**config.mk**
```make
export PLATFORM = sky130hd
export DESIGN_NAME = mem_port_arbiter
export DESIGN_NICKNAME = d
export VERILOG_FILES = /design/src/rtl/mem_port_arbiter.sv
export SDC_FILE = /design/constraint.sdc
export NUM_CORES = 1
export LEC_CHECK = 0
export BUFFER_PORTS_ARGS = -buffer_cell sky130_fd_sc_hd__clkbuf_2
export CAP_MARGIN = 40
export CELL_PAD_IN_SITES_DETAIL_PLACEMENT = 1
export CELL_PAD_IN_SITES_GLOBAL_PLACEMENT = 2
export CORE_AREA = 2 2 198 122
export CTS_CLUSTER_DIAMETER = 100
export DETAILED_ROUTE_END_ITERATION = 10
export DIE_AREA = 0 0 200 124
export PLACE_DENSITY = 0.79
export SLEW_MARGIN = 20
export SYNTH_ARGS = -nofsm -noshare
export SYNTH_HDL_FRONTEND = slang
export SYNTH_SLANG_ARGS = --single-unit
export TNS_END_PERCENT = 100
```
**constraint.sdc**
```tcl
create_clock -name clk -period 1.9 [get_ports clk]
set_clock_uncertainty 0.15 [all_clocks]
set_input_delay 0.095 -clock clk [delete_from_list [all_inputs] [get_ports clk]]
set_output_delay 0.095 -clock clk [all_outputs]
set_load 0.02 [all_outputs]
```
**src/rtl/mem_port_arbiter.sv**
```systemverilog
// Shares one single-ported memory between instruction fetch and data access.
// Data wins arbitration, bounded by a streak limit; a watchdog aborts hung accesses.
module mem_port_arbiter #(
   parameter int unsigned AW         = 32,
   parameter int unsigned DW         = 32,
   parameter int unsigned MAX_STREAK = 4,
   parameter int unsigned TIMEOUT    = 64
) (
   input  logic          clk,
   input  logic          reset,

   input  logic          if_req,
   input  logic [AW-1:0] if_addr,
   output logic          if_gnt,
   output logic          if_valid,
   output logic [DW-1:0] if_rdata,

   input  logic          dm_req,
   input  logic          dm_we,
   input  logic [AW-1:0] dm_addr,
   input  logic [DW-1:0] dm_wdata,
   output logic          dm_gnt,
   output logic          dm_valid,
   output logic [DW-1:0] dm_rdata,

   output logic          mem_req,
   output logic          mem_we,
   output logic [AW-1:0] mem_addr,
   output logic [DW-1:0] mem_wdata,
   input  logic [DW-1:0] mem_rdata,
   input  logic          mem_ready,

   output logic          err
);

   typedef enum logic [1:0] {StIdle, StBusyIf, StBusyDm} state_e;

   localparam logic [3:0] StreakMax = 4'(MAX_STREAK);
   localparam logic [7:0] WdLimit   = 8'(TIMEOUT);
   localparam bit         WdEn      = (TIMEOUT != 0);

   state_e          state_q, state_d;
   logic [3:0]      streak_q, streak_d;
   logic [7:0]      wd_q, wd_d;
   logic            mem_req_q, mem_req_d;
   logic            mem_we_q, mem_we_d;
   logic [AW-1:0]   mem_addr_q, mem_addr_d;
   logic [DW-1:0]   mem_wdata_q, mem_wdata_d;
   logic            if_gnt_q, if_gnt_d;
   logic            dm_gnt_q, dm_gnt_d;
   logic            if_valid_q, if_valid_d;
   logic            dm_valid_q, dm_valid_d;
   logic [DW-1:0]   if_rdata_q, if_rdata_d;
   logic [DW-1:0]   dm_rdata_q, dm_rdata_d;
   logic            err_q, err_d;

   logic            grant_dm;
   logic            grant_if;
   logic            abort;

   always_comb begin
      state_d     = state_q;
      streak_d    = streak_q;
      wd_d        = wd_q;
      mem_req_d   = mem_req_q;
      mem_we_d    = mem_we_q;
      mem_addr_d  = mem_addr_q;
      mem_wdata_d = mem_wdata_q;
      if_gnt_d    = 1'b0;
      dm_gnt_d    = 1'b0;
      if_valid_d  = 1'b0;
      dm_valid_d  = 1'b0;
      if_rdata_d  = if_rdata_q;
      dm_rdata_d  = dm_rdata_q;
      err_d       = err_q;

      // Fetch only overtakes a pending data request once the streak is exhausted.
      grant_dm = dm_req && !(if_req && (streak_q == StreakMax));
      grant_if = if_req && !grant_dm;
      abort    = WdEn && (wd_q == WdLimit);

      unique case (state_q)
         StIdle: begin
            wd_d = '0;
            if (grant_dm) begin
               state_d     = StBusyDm;
               mem_req_d   = 1'b1;
               mem_we_d    = dm_we;
               mem_addr_d  = dm_addr;
               mem_wdata_d = dm_wdata;
               dm_gnt_d    = 1'b1;
               if (!if_req) begin
                  streak_d = '0;
               end else if (streak_q != StreakMax) begin
                  streak_d = streak_q + 4'd1;
               end
            end else if (grant_if) begin
               state_d    = StBusyIf;
               mem_req_d  = 1'b1;
               mem_we_d   = 1'b0;
               mem_addr_d = if_addr;
               if_gnt_d   = 1'b1;
               streak_d   = '0;
            end
         end

         StBusyIf, StBusyDm: begin
            if (mem_ready || abort) begin
               state_d   = StIdle;
               mem_req_d = 1'b0;
               wd_d      = '0;
               if (state_q == StBusyIf) begin
                  if_valid_d = 1'b1;
                  if_rdata_d = mem_ready ? mem_rdata : '0;
               end else begin
                  dm_valid_d = 1'b1;
                  if (!mem_ready) begin
                     dm_rdata_d = '0;
                  end else if (!mem_we_q) begin
                     dm_rdata_d = mem_rdata;
                  end
               end
               if (!mem_ready) begin
                  err_d = 1'b1;
               end
            end else if (wd_q != 8'hFF) begin
               wd_d = wd_q + 8'd1;
            end
         end

         default: begin
            state_d   = StIdle;
            mem_req_d = 1'b0;
         end
      endcase
   end

   always_ff @(posedge clk or negedge reset) begin
      if (!reset) begin
         state_q     <= StIdle;
         streak_q    <= '0;
         wd_q        <= '0;
         mem_req_q   <= 1'b0;
         mem_we_q    <= 1'b0;
         mem_addr_q  <= '0;
         mem_wdata_q <= '0;
         if_gnt_q    <= 1'b0;
         dm_gnt_q    <= 1'b0;
         if_valid_q  <= 1'b0;
         dm_valid_q  <= 1'b0;
         if_rdata_q  <= '0;
         dm_rdata_q  <= '0;
         err_q       <= 1'b0;
      end else begin
         state_q     <= state_d;
         streak_q    <= streak_d;
         wd_q        <= wd_d;
         mem_req_q   <= mem_req_d;
         mem_we_q    <= mem_we_d;
         mem_addr_q  <= mem_addr_d;
         mem_wdata_q <= mem_wdata_d;
         if_gnt_q    <= if_gnt_d;
         dm_gnt_q    <= dm_gnt_d;
         if_valid_q  <= if_valid_d;
         dm_valid_q  <= dm_valid_d;
         if_rdata_q  <= if_rdata_d;
         dm_rdata_q  <= dm_rdata_d;
         err_q       <= err_d;
      end
   end

   assign if_gnt    = if_gnt_q;
   assign dm_gnt    = dm_gnt_q;
   assign if_valid  = if_valid_q;
   assign dm_valid  = dm_valid_q;
   assign if_rdata  = if_rdata_q;
   assign dm_rdata  = dm_rdata_q;
   assign mem_req   = mem_req_q;
   assign mem_we    = mem_we_q;
   assign mem_addr  = mem_addr_q;
   assign mem_wdata = mem_wdata_q;
   assign err       = err_q;

endmodule

```
# [Word level (Yosys, flattened, before mapping)]
# Index checks and enable logic that the tools add are counted.
# W data, S select, Z words.
[op_classes] add_sub_neg=2 eq_ne=11 muxes=33 n_bitwise=2 reduce_logical=18
[op_table] cell="$mux W32" count=5
[op_table] cell="$mux W1" count=16
[op_table] cell="$mux W4" count=4
[op_table] cell="$mux W8" count=2
[op_table] cell="$pmux W8 S2" count=1
[op_table] cell="$reduce_and A3 Y1" count=3
[op_table] cell="$add A8 B1 Y8 const B" count=1
[op_table] cell="$eq A8 B7 Y1 const B" count=1
[op_table] cell="$ne A8 B8 Y1 const B" count=1
[op_table] cell="$reduce_and A2 Y1" count=4
[op_table] cell="$mux W2" count=3
[op_table] cell="$ne A3 B3 Y1 const B" count=2
[op_table] cell="$add A4 B1 Y4 const B" count=1
[op_table] cell="$eq A4 B3 Y1 const B" count=1
[op_table] cell="$ne A2 B2 Y1 const B" count=2
[op_table] cell="$ne A4 B3 Y1 const B" count=1
[op_table] cell="$pmux W2 S2" count=1
[op_table] cell="$reduce_and A4 Y1" count=1
[op_table] cell="$reduce_bool A2 Y1" count=2
[op_table] cell="$logic_and A1 B1 Y1" count=3
[op_table] cell="$ne A3 B2 Y1 const B" count=1
[op_table] cell="$eq A2 B1 Y1 const B" count=1
[op_table] cell="$eq A2 B2 Y1 const B" count=1
[op_table] cell="$logic_not A1 Y1" count=2
[op_table] cell="other kinds (5)" count=6
[totals] ff_bits=149 input_bits=134 out_inout_bits=135 wordCells=80

# [Longest topological paths before layout]
[depth] depth_word=9 ltp_mapped=8 ltp_nobuf=6

# [Worst setup path before layout]
# No wires, ideal clock.
[synth_timing] path_type="reg2reg" from="reg state_q[0]" to="reg dm_rdata_q[11], in the netlist dm_rdata[11]" setup_ps=66 t_arrival_ps=1614 t_required_ps=1684 setup_slack_ps=71 stages_incl_launch_ff=7 n_path_buf=1 period_less_slack_ps=1829 path_cell_list="dfrtp_1 > inv_1 > ha_1 > or2b_2 > nor2_1 > buf_4 > a22o_1"
[synth_via] elab_chain_len=3 elab_cells_between_ends=5 cone_classes="2 x eq/ne; 1 x bitwise; 2 x reduce/logical"
[synth_lines] item="start: declaration" line="42" text="state_e state_q, state_d;"
[synth_lines] item="start signal: assignment" line="140" text="state_q <= StIdle;"
[synth_lines] item="start signal: assignment" line="155" text="state_q <= state_d;"
[synth_lines] item="$eq A2 B1 Y1 / $eq A2 B2 Y1 (equally long branches)" line="82, 112"
[synth_lines] item="$reduce_or A2 Y1 / $not A1 Y1 (equally long branches)"
[synth_lines] item="$reduce_and A4 Y1 (no source line) (*)"
[synth_lines] item="end signal: assignment" line="167" text="dm_rdata_q <= dm_rdata_d;"
[synth_lines] item="end: declaration" line="54" text="logic [DW-1:0] dm_rdata_q, dm_rdata_d;"
# Mark *: on every way between the ends. The rest lies on a longest branch, timed or not.
# A chain may end at the register's enable or synchronous reset.

# [Final worst setup path]
[layout_timing] from="reg state_q[0]" to="reg dm_rdata_q[25], in the netlist dm_rdata[25]"
# Same word-level chain as after synthesis.

==> impl_metrics.json <==
{
  "worstSetupPathType": "register to register",
  "grt_pass1_wl_um": 34700,
  "n_antenna_cell": 0,
  "power.total_mw": 16.5,
  "fillerInstances": 2495,
  "period_minus_slack_ps": 1880,
  "grt_pass1_vias": 6175,
  "areaGrowthSynthToFinish_pct": 69.5,
  "grt_overflow_total": 0,
  "worst_setup_path_end_kind": "register",
  "nets": 1058,
  "max_freq_mhz": 531,
  "syn-cell-area_um2": 6130,
  "critPathSlowestCell": "dfrtp_1",
  "rrSetupSlack_ps": 20,
  "ant_nets": 0,
  "p_seq_share_pct": 32.7,
  "synth_edf_count": 0,
  "synth_cells": 471,
  "synth-xor-area-share_pct": 0,
  "setup_viol": 0,
  "rr_endpoint": "dm_rdata[25]",
  "drive_above_1_share_pct": 44.6,
  "cp_common_cell": "buf_6",
  "slew_violations": 0,
  "grt_max_degree": 53,
  "antenna_found_initial": 0,
  "cts_inserted_buffers": 17,
  "routed_wirelength_um": 22800,
  "clkTransAtPathRegs_ps": 70,
  "min_path_type": "primary input to async pin",
  "chipHeight_um": 124,
  "p_leak_nw": 5.17,
  "layout_commonest_cell": "clkbuf_2",
  "finish.utilization_pct": 45.5,
  "synth_cell_type_count": 51,
  "syn_nets": 611,
  "gp_congestion": 0.766,
  "grtUsageTotal_pct": 18.5,
  "vias": 5574,
  "path_depth": 8,
  "crit_path_end": "dm_rdata[25]",
  "clock_latency_ps": 420,
  "holdWs_ps": 48.9,
  "dr.pass1.iters": 4,
  "mostFrequentLayoutCells": "267 x clkbuf_2, 149 x dfrtp_1, 133 x dlygate4sd3_1, 63 x a22o_1, 46 x nand2_1",
  "power_density_nw_per_um2": 1590,
  "dpl_cell_area_um2": 8120,
  "drt-initial-drc-count": 187,
  "htree_levels": 4,
  "fin_area_um2": 10400,
  "vias_per_cell": 4.47,
  "rsz0062_at_grt": "true",
  "synth-compound-area-share_pct": 15.7,
  "yosys_warnings": 0,
  "synthSimpleGateAreaFrac_pct": 6.96,
  "crit_buf_inv": 4,
  "ys_ff_latch": 149,
  "ff2ff_path_depth": 8,
  "post-route-period-util_pct": 99.0,
  "synthArstFlopShare_pct": 100,
  "swShare_pct": 39.6,
  "switchingPower_mw": 6.54,
  "muxShareOfSynthArea_pct": 11.1,
  "portBuffers": 268,
  "cpLargestDelayFamily": "buffers and inverters",
  "cp.arrival_ps": 2100,
  "crit_start": "state_q[0]",
  "cp.required_ps": 2120,
  "relSlewSlack_pct": 64.2,
  "worst-path-max-fanout": 8,
  "drv_cap": 0,
  "status": "completed",
  "fp-row-count": 43,
  "dieArea_um2": 24800,
  "die_width_um": 200,
  "p_comb_share_pct": 45.9,
  "cts_buffer_depth": 2,
  "root_buffer": "clkbuf_16",
  "cp_cell_sequence": "inv_2 -> ha_4 -> or2b_4 -> buf_6 -> nor2_4 -> buf_6 -> buf_16 -> a22o_1",
  "io_pins": 269,
  "worst-slew-pin-transition_ps": 537,
  "routedWlPerCell_um": 18.3,
  "initial_core_util_pct": 26.8,
  "clock_sinks": 149,
  "vdd.ir_drop.worst_mv": 0.758,
  "synthFlopType": "dfrtp_1",
  "synthAdderAreaFrac_pct": 1.22,
  "intPower_mw": 9.99,
  "slowest_delay_ps": 380,
  "r2r_start": "state_q[0]",
  "syn_area_per_cell_um2": 13.0,
  "hold_viol": 0,
  "cts_tree": "done",
  "coreArea_um2": 22900,
  "yosysSeqAreaShare_pct": 60.8,
  "start_kind": "register",
  "synth_top_family_by_area": "compound AO/OA/AOI/OAI gates",
  "drc": 0,
  "p_clk_share_pct": 21.4,
  "hpwl_um": 13800
}
[timing repair]
action                                  in CTS  in global routing
endpoints found under the hold margin      285                  0
buffers inserted                             1                  7
pin swaps                                   16                 12
gates resized for setup                     10                 24
cloned                                       3                  4
hold buffers                               133                  0
endpoints found under the setup margin      39                 87
[kinds of logic (layout without fill, tap and decap cells)]
| group | Yosys count | after routing |
|---|---|---|
| compound gates | 130 | 130 |
| fa+ha+maj | 6 | 6 |
| buf+inv | 39 | 499 |
| flops | 149 | 149 |
| mux | 64 | 64 |
| simple gates | 83 | 83 |
[per-layer routing]
layer  part of all wire, %  track usage, %  vias up
li1                      -               -     2599
met5                     0               0        -
met3                   6.4            5.69       35
met4                   2.1            6.02        0
met1                    44            23.5     2768
met2                    48            30.1      172
[sequential cells by signal, summed over array words and instances, names as in the netlist]
register / cells
mem_we: 1
wd_q: 8
streak_q: 4
if_gnt: 1
dm_rdata: 32
mem_req: 1
state_q: 2
dm_gnt: 1
dm_valid: 1
if_valid: 1
mem_addr: 32
mem_wdata: 32
if_rdata: 32
err: 1
[Yosys cell counts, drive strengths merged (2+ instances only)]
cell type | n | area [µm²]
dfrtp | 149 | 3730
a22o | 65 | 572
nand2 | 48 | 188
o21ai | 43 | 223
mux2 | 32 | 360
mux2i | 32 | 320
buf | 20 | 185
clkbuf | 10 | 37.5
inv | 9 | 33.8
nor2 | 9 | 41.3
ha | 6 | 75.1
nand3 | 6 | 30.0
a21oi | 5 | 25.0
and3 | 3 | 20.0
nor3 | 3 | 15.0
o31ai | 3 | 36.3
a21o | 2 | 15.0
a31oi | 2 | 12.5
and2 | 2 | 12.5
nand2b | 2 | 22.5
o22a | 2 | 17.5
[worst reg2reg max path, cell delays in order, from the launching register on]
cell and delay [ps]:
dfrtp_1 380, inv_2 60, ha_4 270, or2b_4 270
buf_6 120, nor2_4 140, buf_6 150, buf_16 140
a22o_1 140
[layout make-up]
cell class | instances | area, µm² | share of cell area [%]
Sequential cell | 149 | 3730 | 35.9
Timing Repair Buffer | 458 | 3360 | 32.3
Multi-Input combinational cell | 283 | 2270 | 21.8
Clock buffer | 21 | 460 | 4.43
Tap cell | 315 | 394 | 3.79
Clock inverter | 11 | 150 | 1.44
Inverter | 9 | 33.8 | 0.325
[power groups by stage]
| stage | Combinational [mW] | Sequential, mW | Clock [mW] |
|---|---|---|---|
| floorplan | 2.42 | 7.00 | 0 |
| global placement | 6.68 | 5.37 | 0 |
| detailed placement | 6.82 | 5.40 | 0 |
| CTS | 7.36 | 5.38 | 3.65 |
| global route | 8.15 | 5.58 | 3.79 |
| finish | 7.59 | 5.40 | 3.54 |
[through the flow]
step           instances  setup WS [ps]  setup TNS [ps]
6_report            1246           18.1               0
3_3_place_gp        1067          -6.64           -6.64
4_1_cts             1236          -57.7            -808
5_1_grt             1246          -75.1           -1350
3_5_place_dp        1067          -76.2           -1730
2_1_floorplan        471           70.6               0
[worst min path at each step]
stage                     start           to  cells past startpoint
after floorplan           reset       dm_gnt                      0
after global placement    reset  if_rdata[2]                      1
after detailed placement  reset  if_rdata[8]                      1
after CTS                 reset  if_rdata[2]                      2
after global routing      reset  if_rdata[8]                      2
final                     reset  if_rdata[3]                      2
Power figures use the tool's default switching activity.
